--- src/rtl/shreg_pkg.sv ---
// ---------------------------------------------------------------------------
// shreg_pkg
// Shared definitions for the universal burst shift register:
//   - MODE_* : 3-bit operation encodings used on the mode input
//   - state_t: burst engine states (ST_IDLE / ST_BUSY)
//   - is_shift_op(): true for the modes that move bits; only these give a
//     burst any work to do
// ---------------------------------------------------------------------------
package shreg_pkg;

    localparam logic [2:0] MODE_HOLD = 3'b000;
    localparam logic [2:0] MODE_LOAD = 3'b001;
    localparam logic [2:0] MODE_SHL  = 3'b010;
    localparam logic [2:0] MODE_SHR  = 3'b011;
    localparam logic [2:0] MODE_ROL  = 3'b100;
    localparam logic [2:0] MODE_ROR  = 3'b101;
    localparam logic [2:0] MODE_ASR  = 3'b110;
    localparam logic [2:0] MODE_RSVD = 3'b111;

    typedef enum logic {
        ST_IDLE = 1'b0,
        ST_BUSY = 1'b1
    } state_t;

    // HOLD, LOAD and the reserved code never shift, so a burst latched with
    // one of them collapses to a zero-length burst.
    function automatic logic is_shift_op(input logic [2:0] op);
        return (op == MODE_SHL) || (op == MODE_SHR) || (op == MODE_ROL) ||
               (op == MODE_ROR) || (op == MODE_ASR);
    endfunction

endpackage

--- src/rtl/shreg_step.sv ---
// ---------------------------------------------------------------------------
// shreg_step
// Combinational next-value function of the shift register. One instance is
// shared by single-step operation and burst operation.
// Ports:
//   q        in  WIDTH  current register value
//   op       in  3      operation (MODE_* encoding)
//   d_in     in  WIDTH  parallel load data (used by MODE_LOAD)
//   ser_in_l in  1      bit entering at the MSB on SHR
//   ser_in_r in  1      bit entering at the LSB on SHL
//   q_next   out WIDTH  value after one application of op
// ---------------------------------------------------------------------------
module shreg_step
    import shreg_pkg::*;
#(
    parameter int WIDTH = 8
) (
    input  logic [WIDTH-1:0] q,
    input  logic [2:0]       op,
    input  logic [WIDTH-1:0] d_in,
    input  logic             ser_in_l,
    input  logic             ser_in_r,
    output logic [WIDTH-1:0] q_next
);

    always_comb begin
        // NOTE: assigning a default before the case keeps every path driven,
        // so no latch is inferred even when new op codes are added later.
        q_next = q;
        case (op)
            MODE_LOAD: q_next = d_in;
            MODE_SHL:  q_next = {q[WIDTH-2:0], ser_in_r};
            MODE_SHR:  q_next = {ser_in_l, q[WIDTH-1:1]};
            MODE_ROL:  q_next = {q[WIDTH-2:0], q[WIDTH-1]};
            MODE_ROR:  q_next = {q[0], q[WIDTH-1:1]};
            MODE_ASR:  q_next = {q[WIDTH-1], q[WIDTH-1:1]};
            default:   q_next = q;  // HOLD and reserved code
        endcase
    end

endmodule

--- src/rtl/shift_reg_universal_burst.sv ---
// ---------------------------------------------------------------------------
// shift_reg_universal_burst
// WIDTH-bit universal shift register with parallel load, logical/arithmetic/
// rotate shifts, and a burst engine that repeats one shift op N times.
// Ports:
//   Clk        in  1      clock, rising edge
//   reset      in  1      synchronous active-high reset (highest priority)
//   en         in  1      clock enable; 0 freezes Q and burst progress
//   mode       in  3      operation select (MODE_* in shreg_pkg)
//   d_in       in  WIDTH  parallel load data
//   ser_in_r   in  1      serial bit entering LSB on SHL
//   ser_in_l   in  1      serial bit entering MSB on SHR
//   start      in  1      burst request, honoured only in IDLE with en=1
//   count      in  CW     burst repeat count, sampled with start
//   Q          out WIDTH  register contents
//   ser_out_l  out 1      Q[WIDTH-1]
//   ser_out_r  out 1      Q[0]
//   busy       out 1      high while a burst is in progress
//   done       out 1      one-cycle pulse when a burst completes
// ---------------------------------------------------------------------------
module shift_reg_universal_burst
    import shreg_pkg::*;
#(
    parameter  int WIDTH = 8,
    localparam int CW    = $clog2(WIDTH + 1)
) (
    input  logic             Clk,
    input  logic             reset,
    input  logic             en,
    input  logic [2:0]       mode,
    input  logic [WIDTH-1:0] d_in,
    input  logic             ser_in_r,
    input  logic             ser_in_l,
    input  logic             start,
    input  logic [CW-1:0]    count,
    output logic [WIDTH-1:0] Q,
    output logic             ser_out_l,
    output logic             ser_out_r,
    output logic             busy,
    output logic             done
);

    state_t           r_state;
    logic [2:0]       r_op;
    logic [CW-1:0]    r_cnt;
    logic [WIDTH-1:0] r_q;
    logic             r_done;

    state_t           w_state_nxt;
    logic [2:0]       w_op_nxt;
    logic [CW-1:0]    w_cnt_nxt;
    logic [WIDTH-1:0] w_q_nxt;
    logic             w_done_nxt;
    logic [2:0]       w_op_sel;
    logic [WIDTH-1:0] w_q_step;

    // While bursting, the latched op drives the shared step function and the
    // live mode input is ignored.
    assign w_op_sel = (r_state == ST_BUSY) ? r_op : mode;

    shreg_step #(
        .WIDTH (WIDTH)
    ) u_step (
        .q        (r_q),
        .op       (w_op_sel),
        .d_in     (d_in),
        .ser_in_l (ser_in_l),
        .ser_in_r (ser_in_r),
        .q_next   (w_q_step)
    );

    always_comb begin
        w_state_nxt = r_state;
        w_op_nxt    = r_op;
        w_cnt_nxt   = r_cnt;
        w_q_nxt     = r_q;
        w_done_nxt  = 1'b0;   // done is a pulse: low unless set below

        case (r_state)
            ST_IDLE: begin
                if (en) begin
                    if (start) begin
                        // start wins over the step: Q is untouched this edge
                        w_state_nxt = ST_BUSY;
                        w_op_nxt    = mode;
                        w_cnt_nxt   = is_shift_op(mode) ? count : '0;
                    end else begin
                        w_q_nxt = w_q_step;
                    end
                end
            end
            ST_BUSY: begin
                if (en) begin
                    if (r_cnt != '0) begin
                        w_q_nxt   = w_q_step;
                        w_cnt_nxt = r_cnt - CW'(1);
                    end else begin
                        // extra edge after the last shift closes the burst
                        w_state_nxt = ST_IDLE;
                        w_done_nxt  = 1'b1;
                    end
                end
            end
            default: w_state_nxt = ST_IDLE;
        endcase
    end

    // NOTE: state uses non-blocking assignments so every register samples
    // the pre-edge values, independent of statement order.
    always_ff @(posedge Clk) begin
        if (reset) begin
            r_state <= ST_IDLE;
            r_op    <= MODE_HOLD;
            r_cnt   <= '0;
            r_q     <= '0;
            r_done  <= 1'b0;
        end else begin
            r_state <= w_state_nxt;
            r_op    <= w_op_nxt;
            r_cnt   <= w_cnt_nxt;
            r_q     <= w_q_nxt;
            r_done  <= w_done_nxt;
        end
    end

    assign Q         = r_q;
    assign ser_out_l = r_q[WIDTH-1];
    assign ser_out_r = r_q[0];
    assign busy      = (r_state == ST_BUSY);
    assign done      = r_done;

endmodule

--- config.mk ---
export PLATFORM = sky130hd
export DESIGN_NAME = shift_reg_universal_burst
export DESIGN_NICKNAME = d
export VERILOG_FILES = /design/src/rtl/shreg_pkg.sv /design/src/rtl/shreg_step.sv /design/src/rtl/shift_reg_universal_burst.sv
export SDC_FILE = /design/constraint.sdc
export NUM_CORES = 1
export LEC_CHECK = 0
export CAP_MARGIN = 20
export CORE_MARGIN = 10
export CORE_UTILIZATION = 54
export CTS_BUF_LIST = sky130_fd_sc_hd__clkbuf_2 sky130_fd_sc_hd__clkbuf_4 sky130_fd_sc_hd__clkbuf_8
export DETAILED_ROUTE_END_ITERATION = 10
export HOLD_SLACK_MARGIN = 0.08
export PLACE_DENSITY = 0.86
export SLEW_MARGIN = 10
export SYNTH_ARGS = -nofsm -noshare
export SYNTH_HDL_FRONTEND = slang
export SYNTH_HIERARCHICAL = 1
export SYNTH_SLANG_ARGS = --single-unit
--- constraint.sdc ---
create_clock -name Clk -period 2.9 [get_ports Clk]
set_input_delay 0.725 -clock Clk [delete_from_list [all_inputs] [get_ports Clk]]
set_output_delay 0.725 -clock Clk [all_outputs]
set_load 0.1 [all_outputs]
Word-level counts from Yosys, hierarchy flattened. Cells that the tools add are included.

Add/sub/neg operators: 1. Bitwise logic cells: 2. Muxes and demuxes: 19. Equality and inequality tests: 16. Reduce and logical (&&, ||, !) cells: 9.

Operator list (count): one-hot mux 8 bit (6 select lines) (1); two-way mux 8 bit (4); two-way mux 4 bit (5); == test 3 bit (second input constant) (6); one-hot mux 8 bit (2 select lines) (1); == test 3 x 2 -> 1 bit (second input constant) (4); != test 2 bit (second input constant) (4); one-hot mux 4 bit (2 select lines) (1); AND reduction 4 bit (2); two-way mux 1 bit (5); logical OR 1 bit (4); nonzero test 4 bit (1); subtractor 4 x 1 -> 4 bit (second input constant) (1); == test 3 x 1 -> 1 bit (second input constant) (1); two-way mux 3 bit (1); AND reduction 3 bit (1); OR reduction 3 bit (1); != test 2 x 1 -> 1 bit (second input constant) (1); inverter 1 bit (2); one-hot mux 1 bit (2 select lines) (1).

Logic and storage cells: 52. Flip-flop bits (word level): 17. Output and inout bits: 12.

Logic depth before layout (Yosys ltp). Gate-level depths: netlist (run 1).

Depth in word-level cells: 9. Mapped depth: 9.

Modules after synthesis. The synthesis (run 1) kept the hierarchy.

By module, submodules not included: shift_reg_universal_burst (times used 1, sequential area each 340.3 µm², cells each 95, area an instance 962.2 µm²); shreg_step (times used 1, sequential area each 0.0 µm², cells each 48, area an instance 404.1 µm²).

Worst setup path after synthesis (run 1). Ideal clock, no wire load.

Path type: reg2reg. Start point: reg r_state (netlist: busy). End point: reg r_q[6] (netlist: Q[6]). Stages on the path, launching flop included: 10. Library setup time: 70 ps. Period minus slack after synthesis: 2657 ps. Path buffers: 3. Arrival time: 2587 ps. Setup slack: 243 ps. Path through: dfxtp_1 buf_4 mux2_2 buf_4 buf_12 mux2i_1 a2bb2oi_1 o221a_1 nand4_1 a21oi_1.

Word-level cells in the longest chain between the ends: 6. Elaborated cells between the ends (all ways): 19. Those cells by class: eq/ne: 10; mux: 7; bitwise: 1; reduce/logical: 1.

Ends and longest elaborated chain: start: declaration (line shift_reg_universal_burst.sv:43) `state_t r_state;`; start signal: assignment (line shift_reg_universal_burst.sv:118) `r_state <= w_state_nxt;`; two-way mux 3 bit * (line shift_reg_universal_burst.sv:59) `assign w_op_sel = (r_state == ST_BUSY) ? r_op : mode;`; net w_op_sel[0] (line shift_reg_universal_burst.sv:54) `logic [2:0] w_op_sel;`; == test 3 bit, or another cell as far along (line shreg_step.sv:30) `case (op)`; one-hot mux 8 bit (6 select lines) * (line shreg_step.sv:30); two-way mux 8 bit, on equally long branches (line shift_reg_universal_burst.sv:94, shift_reg_universal_burst.sv:82); two-way mux 8 bit, on equally long branches (line shift_reg_universal_burst.sv:93, shift_reg_universal_burst.sv:81); one-hot mux 8 bit (2 select lines) * (line shift_reg_universal_burst.sv:79) `case (r_state)`; net w_q_nxt[6] (line shift_reg_universal_burst.sv:52) `logic [WIDTH-1:0] w_q_nxt;`; end signal: assignment (line shift_reg_universal_burst.sv:121) `r_q <= w_q_nxt;`; end: declaration (line shift_reg_universal_burst.sv:46) `logic [WIDTH-1:0] r_q;`.

The timed path passes the listed nets; every way through them passes the cells marked *. The select of a mux whose other input is x is not followed. A chain may end at the register's enable or synchronous reset.

Final worst setup path (run 1).
Start point: in mode[0]. End point: reg r_q[6] (netlist: Q[6]).

Word-level cells in the longest chain between the ends: 6. Elaborated cells between the ends (all ways): 13. Those cells by class: eq/ne: 6; mux: 7.

Ends and longest elaborated chain: start: declaration (line shift_reg_universal_burst.sv:30) `input logic [2:0] mode,`; two-way mux 3 bit * (line shift_reg_universal_burst.sv:59); net w_op_sel[0] (line shift_reg_universal_burst.sv:54); == test 3 bit, or another cell as far along (line shreg_step.sv:30); one-hot mux 8 bit (6 select lines) * (line shreg_step.sv:30); two-way mux 8 bit, on equally long branches (line shift_reg_universal_burst.sv:94, shift_reg_universal_burst.sv:82); two-way mux 8 bit, on equally long branches (line shift_reg_universal_burst.sv:93, shift_reg_universal_burst.sv:81); one-hot mux 8 bit (2 select lines) * (line shift_reg_universal_burst.sv:79); net w_q_nxt[6] (line shift_reg_universal_burst.sv:52).

Marks and branches as above.

==> run metrics, run 1 <==
Synth area leader dfxtp_1; most common cell after layout, fill and taps aside clkdlybuf4s50_1; clk buf depth 2; worst r2r src busy$_SDFF_PP0_; Hold-fix buffers, CTS 0; die extent in y 70.3 um; htree depth 1; crit path max fanout 20; status finished clean; met2 Use GR 0.222; Top Ports 33; ys flop type dfxtp_1; gp weighted congestion 0.773; Initial Utilization 0.557; TritonCTS Buffers 3; Synth warnings 6; Peak VDD IR 318 uV; Skew-Pair Late Insertion Delay 280 ps; Leak 0.000597 uW; routing usage on met1 0.148; Layout Cells excl Fill 196; CTS tree built; layout cells sized above 1 0.247; Cells after DPL 192; Slew @ Worst Pin 822 ps; synthesis-to-layout area growth 18.2%; final net count 189; vias in the first global route 1175; die area 4940 um^2; Largest stage delay, worst path 500 ps; post-cts sizing count 0; DR vias/cell 6.22; Critical Path Start Type input port; Critical Path Start mode[0]; Required @ worst endpoint 3100 ps; Hold Crit Start r_op[2]$_SDFFE_PP0P_; period utilisation layout 0.817; sequential share of power 0.379; share of the synthesized area in the top cell type 0.249; Data arrival, critical path 2570 ps; core footprint 2450 um^2; length in cells of the worst reg-to-reg path 6; Synthesized Nets 165; EDFF count, synth 0; Comb power frac 0.443; Clock Sinks 17; Max Clock Freq 422 MHz; Final HPWL DP 2.61 mm; switch share 0.401; Cell variety after synth 49; grt ovf 0; clock share of power 0.178; IO buf count 32; #FFs+latches synth 17; register area share after synthesis 0.249; DRC viols 0; diodes inserted 0; largest net degree at the start of global routing 21; DRT Pass-1 Iters 4; internal power 442 uW; final-report max-slew violation count 0; RSZ-0062 raised after global routing no; final worst path period need 2370 ps; most frequent cells in the layout 20 x clkdlybuf4s50_1, 17 x dfxtp_1, 14 x a21oi_1, 13 x buf_4, 9 x mux2i_1; Area contributors post-synth dfxtp_1 25%, o31ai_2 7.3%, mux2i_1 6.6%, a21oi_1 5.1%, o221a_1 4.9%; initial DRC count 82; final setup fails 0; Fill cells 219; synthesized area 1370 um^2; setup TNS 0 ps; total number of vias 1219; gr usage total 0.127; share of flip-flops with an asynchronous set or reset 0; initial antenna violation count 0; final wirelength 3.30 mm; Hold Vio Cnt, Final 0; Synth Instances 143; crit-path cells clkdlybuf4s50_1 -> mux2_2 -> nand3b_1 -> a2bb2oi_1 -> o221a_1 -> nand4_1 -> a21oi_1; mean area per synthesized cell 9.55 um^2; PD cells 457 nW/um^2; chip width 70.3 um; max-cap viol count 0; Setup Fix Bufs, Post-CTS 0; Routed Antenna Nets 0; crit path kind in2reg; FP Rows 18; sw power 296 uW; hold path cells 2; Clock transition at path regs 90 ps; Avg WL per Cell 16.9 um; HP Class reg2reg; Slowest-stage cell, CP clkdlybuf4s50_1; first-pass GRT wire length 5.42 mm; CP endpoint kind register; met3 Use GR 0.0297; clk_skew 2.57 ps; GR peak layer met2; Slew headroom 0.451; CTS root buf clkbuf_4
sequential cells by signal, indices dropped and copies added, names as in the netlist:
signal  count
r_cnt       4
r_op        3
done        1
busy        1
Q           8
layer usage:
layer / routed length, um / vias up / share of wire
met5: 0 / - / 0
met4: 20 / 0 / 0.0061
met3: 147 / 2 / 0.044
met2: 1640 / 29 / 0.50
met1: 1500 / 581 / 0.45
li1: - / 607 / -
layout make-up:
cell class	instances	area, um^2	area share
multi-input cells	107	891	0.552
clock buffers	4	30.0	0.0186
flip-flops and latches	17	340	0.211
inverters	5	18.8	0.0116
well taps	30	37.5	0.0232
repair buffers	33	298	0.184
final timing paths:
| kind | slack (ps) | endpoint |
|---|---|---|
| max | 530 | Q[6]$_SDFFE_PP0P_ |
| min | 520 | r_op[2]$_SDFFE_PP0P_ |
| max reg2reg | 660 | Q[4]$_SDFFE_PP0P_ |
| min reg2reg | 520 | r_op[2]$_SDFFE_PP0P_ |
Yosys cell counts, types with 2 or more instances:
cell and number:
dfxtp_1 17, a21oi_1 14, mux2i_1 9, nand4_1 8, o31ai_2 8, a2bb2oi_1 6, o221a_1 6, buf_4 5
inv_1 5, nand2_1 5, nand2b_1 5, nor2_1 5, nand3_1 4, a311oi_2 3, buf_6 3, mux2_2 3
buf_2 2, clkbuf_1 2, o21ai_0 2, xor2_1 2
logic make-up after synthesis:
family	synth area share
mux	0.0989
flops	0.249
fa+ha+maj	0.00916
simple gates	0.197
compound gates	0.334
xor+xnor	0.0128
buf+inv	0.0989
power groups by stage:
stage / combinational, uW / sequential [uW] / clock (uW)
2_1_floorplan: 201 / 346 / 0
3_3_place_gp: 320 / 283 / 0
3_5_place_dp: 326 / 284 / 0
4_1_cts: 328 / 279 / 134
5_1_grt: 348 / 283 / 145
6_report: 327 / 279 / 131
critical path, delay by kind of cell:
| family | cells | cell delay (ps) |
|---|---|---|
| AND/OR/NAND/NOR | 2 | 360 |
| buffers and inverters | 1 | 500 |
| AO/OA/AOI/OAI | 3 | 530 |
| multiplexers | 1 | 440 |
through the flow:
step                power (uW)  hold slack [ps]  cell area [um^2]   util  setup WS [ps]
finish                     738              522              1620  0.658            530
global route               776              583              1620  0.658            358
CTS                        741              522              1620  0.658            548
detailed placement         611              496              1590  0.646            259
global placement           603              472              1590  0.646            291
floorplan                  547              458              1370      -            243
Power figures use the tool's default switching activity.
==> run 2: changes to the inputs <==
CORE_UTILIZATION = 51   (was 54)
PLACE_DENSITY = 0.82   (was 0.86)
clock period = 2.2 ns   (was 2.9 ns; I/O delays follow)
==> run metrics, run 2 (same netlist as run 1, synthesis figures left out) <==
status finished clean; Data arrival, critical path 2290 ps; Slew headroom 0.441; gr usage total 0.135; final net count 201; grt ovf 0; reg-to-reg slack, setup 250 ps; DR vias/cell 6.22; Skew-Pair Late Insertion Delay 290 ps; max FFs per register 8; Slew @ Worst Pin 837 ps; Placement Setup Slack -168 ps; die area 5150 um^2; crit path max fanout 7; CP bufs+invs 2; Setup Fix Bufs, Post-CTS 0; diodes inserted 0; crit-path cells clkdlybuf4s50_1 -> mux2_2 -> xor2_1 -> buf_4 -> a2bb2oi_1 -> o221a_1 -> nand4_1 -> a21oi_1; DRC viols 0; Peak VDD IR 382 uV; gp weighted congestion 0.751; Multi-input gate area 891 um^2; CP Depth 8; most frequent cells in the layout 23 x buf_4, 20 x clkdlybuf4s50_1, 16 x dfxtp_1, 14 x a21oi_1, 9 x mux2i_1; CTS tree built; CTS root buf clkbuf_4; Avg WL per Cell 17.2 um; Routed met2 length 1.77 mm; Leak 0.000662 uW; Clock Sinks 17; worst r2r src busy$_SDFF_PP0_; Routed Antenna Nets 0; initial DRC count 179; Final Total Pwr 1020 uW; initial antenna violation count 0; total number of vias 1293; CP top delay family buffers and inverters; DRT Pass-1 Iters 4; post-cts sizing count 0; Hold-fix buffers, CTS 0; most common cell after layout, fill and taps aside buf_4; wire length on met1 1.48 mm; core footprint 2520 um^2; IO buf count 32; final wirelength 3.58 mm; Slowest-stage cell, CP clkdlybuf4s50_1; clk_skew 4.80 ps; max-cap viol count 0; Critical Path Start Type input port; WL met3 235 um; vias in the first global route 1255; layout cells sized above 1 0.303; Largest stage delay, worst path 420 ps; Final HPWL DP 2.82 mm; crit path kind in2reg; Required @ worst endpoint 2410 ps; Clock transition at path regs 100 ps; final setup fails 0; Hold Vio Cnt, Final 0; final worst path period need 2070 ps; Initial Utilization 0.542; RR Endpoint Q[5]$_SDFFE_PP0P_; Reg area 344 um^2; Setup crit end Q[5]$_SDFFE_PP0P_; TritonCTS Buffers 3; HP Class reg2reg; clk buf depth 2; PD cells 588 nW/um^2; first-pass GRT wire length 5.91 mm; RSZ-0062 raised after global routing no; Top Ports 33; Fill cells 207; length in cells of the worst reg-to-reg path 7; Max Clock Freq 482 MHz; largest net degree at the start of global routing 18; htree depth 1; die extent in y 71.8 um; period utilisation layout 0.943; FP Rows 18; CP endpoint kind register; final-report max-slew violation count 0; chip width 71.8 um; synthesis-to-layout area growth 26.9%; top sig layer met4; final setup margin 125 ps; Critical Path Start mode[2]
[run 2: final cells by class]
type	count	area share
clock buffers	4	0.0173
flip-flops and latches	17	0.198
well taps	30	0.0216
inverters	5	0.0108
repair buffers	45	0.238
multi-input cells	107	0.514
[run 2: power breakdown]
| group | switching, uW | internal [uW] |
|---|---|---|
| sequential | 39.5 | 330 |
| combinational | 271 | 196 |
| clock | 99.5 | 82.9 |
| total | 410 | 610 |
[run 2: worst min path at each step]
stage | start | endpoint | slack [ps] | depth (start not counted)
after floorplan | r_op[0]$_SDFFE_PP0P_ | r_op[0]$_SDFFE_PP0P_ | 460 | 2
after global placement | r_op[0]$_SDFFE_PP0P_ | r_op[0]$_SDFFE_PP0P_ | 470 | 2
after detailed placement | r_op[1]$_SDFFE_PP0P_ | r_op[1]$_SDFFE_PP0P_ | 500 | 2
after CTS | r_op[1]$_SDFFE_PP0P_ | r_op[1]$_SDFFE_PP0P_ | 520 | 2
after global routing | r_op[1]$_SDFFE_PP0P_ | r_op[1]$_SDFFE_PP0P_ | 550 | 2
final | r_op[1]$_SDFFE_PP0P_ | r_op[1]$_SDFFE_PP0P_ | 520 | 2
[run 2: through the flow]
stage / hold slack, ps / std cells / utilization / TNS, ps / cell area (um^2)
detailed placement: 499 / 204 / 0.676 / -1040 / 1700
CTS: 524 / 208 / 0.688 / 0 / 1730
finish: 523 / 208 / 0.688 / 0 / 1730
global placement: 468 / 204 / 0.676 / -681 / 1700
floorplan: 458 / 143 / - / 0 / 1370
global route: 555 / 208 / 0.688 / 0 / 1730
[run 2: tightest hold or removal path, cell delays in order (launching register included)]
cell	delay (ps)
dfxtp_1	340
mux2i_1	70
nor2_1	80
[run 2: metal layers]
layer / global-route usage / vias to the layer above
met2: 0.231 / 53
li1: - / 629
met5: 0 / -
met1: 0.155 / 602
met4: 0.0645 / 0
met3: 0.0289 / 9
==> run 3: changes to the inputs <==
PLACE_DENSITY = 0.81   (was 0.82)
==> run metrics, run 3 (same netlist as run 1, synthesis figures left out) <==
initial DRC count 98; initial antenna violation count 0; Endpoint, Worst Hold r_op[1]$_SDFFE_PP0P_; Hold Crit Start r_op[1]$_SDFFE_PP0P_; Critical Path Start Type input port; die area 5150 um^2; FP Rows 18; final-report max-slew violation count 0; status finished clean; Avg WL per Cell 18.4 um; core footprint 2520 um^2; max FFs per register 8; reg-to-reg slack, setup 280 ps; Slew headroom 0.451; DR vias/cell 6.24; Final HPWL DP 2.88 mm; final net count 198; Skew-Pair Late Insertion Delay 300 ps; Slew @ Worst Pin 822 ps; most frequent cells in the layout 20 x clkdlybuf4s50_1, 20 x buf_4, 16 x dfxtp_1, 14 x a21oi_1, 9 x mux2i_1; Clock Sinks 17; final setup fails 0; Required @ worst endpoint 2430 ps; Data arrival, critical path 2260 ps; CTS root buf clkbuf_4; Clock transition at path regs 100 ps; worst r2r src busy$_SDFF_PP0_; IO buf count 32; Setup Fix Bufs, Post-CTS 0; chip width 71.8 um; switch share 0.414; Comb power frac 0.462; CTS tree built; diodes inserted 0; gp weighted congestion 0.801; Leak 0.000652 uW; hold path cells 2; crit path max fanout 8; vias in the first global route 1287; grt ovf 0; layout cells sized above 1 0.297; PD cells 587 nW/um^2; clock share of power 0.171; clk buf depth 2; largest net degree at the start of global routing 18; htree depth 1; synthesis-to-layout area growth 25.9%; crit path kind in2reg; total number of vias 1280; Peak VDD IR 521 uV; final design utilization 0.682; RSZ-0062 raised after global routing no; DRC viols 0; sequential share of power 0.368; Initial Utilization 0.542; CP endpoint kind register; design area 1720 um^2; TritonCTS Buffers 3; Top Ports 33; internal power 592 uW; Routed Antenna Nets 0; die extent in y 71.8 um; RR Endpoint Q[4]$_SDFFE_PP0P_; final wirelength 3.76 mm; HP Class reg2reg; Max Clock Freq 491 MHz; Fill cells 222; clk_skew 4.81 ps; Placement Cell Area 1680 um^2; sw power 418 uW; Hold Vio Cnt, Final 0; length in cells of the worst reg-to-reg path 7; gr usage total 0.142; final worst path period need 2030 ps; DRT Pass-1 Iters 4; first-pass GRT wire length 6.27 mm; period utilisation layout 0.925; max-cap viol count 0
run 3: through the flow:
| step | setup TNS, ps | power, uW | hold WS [ps] | instances | setup slack [ps] |
|---|---|---|---|---|---|
| floorplan | 0 | 721 | 458 | 143 | 105 |
| global placement | -634 | 819 | 469 | 201 | -99.0 |
| detailed placement | -1040 | 835 | 508 | 201 | -185 |
| CTS | 0 | 1010 | 532 | 205 | 124 |
| global route | 0 | 1060 | 577 | 205 | 34.4 |
| finish | 0 | 1010 | 528 | 205 | 165 |
run 3: how the worst max path moves through the flow:
stage | from | endpoint | slack [ps] | cells past startpoint
5_1_grt | mode[2] | Q[1]$_SDFFE_PP0P_ | 30 | 8
2_1_floorplan | busy$_SDFF_PP0_ | Q[6]$_SDFFE_PP0P_ | 100 | 9
4_1_cts | mode[1] | Q[7]$_SDFFE_PP0P_ | 120 | 8
6_report | mode[2] | Q[4]$_SDFFE_PP0P_ | 170 | 8
3_5_place_dp | mode[1] | Q[7]$_SDFFE_PP0P_ | -180 | 8
3_3_place_gp | mode[0] | Q[5]$_SDFFE_PP0P_ | -100 | 8
run 3: routing by layer:
metal | part of all wire | GRT usage
met1 | 0.42 | 0.164
met2 | 0.50 | 0.258
met3 | 0.057 | 0.0262
met4 | 0.014 | 0.0430
met5 | 0 | 0
run 3: worst max-delay path, cell delays in order:
cell             delay, ps
clkdlybuf4s50_1        420
mux2_2                 360
xor2_1                 180
buf_4                  160
a2bb2oi_1              160
o221a_1                220
nand4_1                 80
a21oi_1                130
run 3: what timing repair did:
item                       4_1_cts  5_1_grt
resized for setup                0        2
setup endpoints to repair        0        2
hold endpoints to repair         0        0
hold buffers                     0        0
run 3: layout make-up:
class	count	area, um^2	area share
clock buffer	3	22.5	0.0131
clock inverter	1	5.00	0.00291
inverter	5	18.8	0.0109
multi-input combinational	107	902	0.524
sequential	17	344	0.200
tap	30	37.5	0.0218
timing repair buffer	42	390	0.227
run 3: power groups by stage:
| stage | registers, uW | clock network [uW] | logic [uW] |
|---|---|---|---|
| 2_1_floorplan | 456 | 0 | 265 |
| 3_3_place_gp | 374 | 0 | 445 |
| 3_5_place_dp | 377 | 0 | 458 |
| 4_1_cts | 370 | 175 | 460 |
| 5_1_grt | 376 | 192 | 497 |
| 6_report | 371 | 172 | 467 |
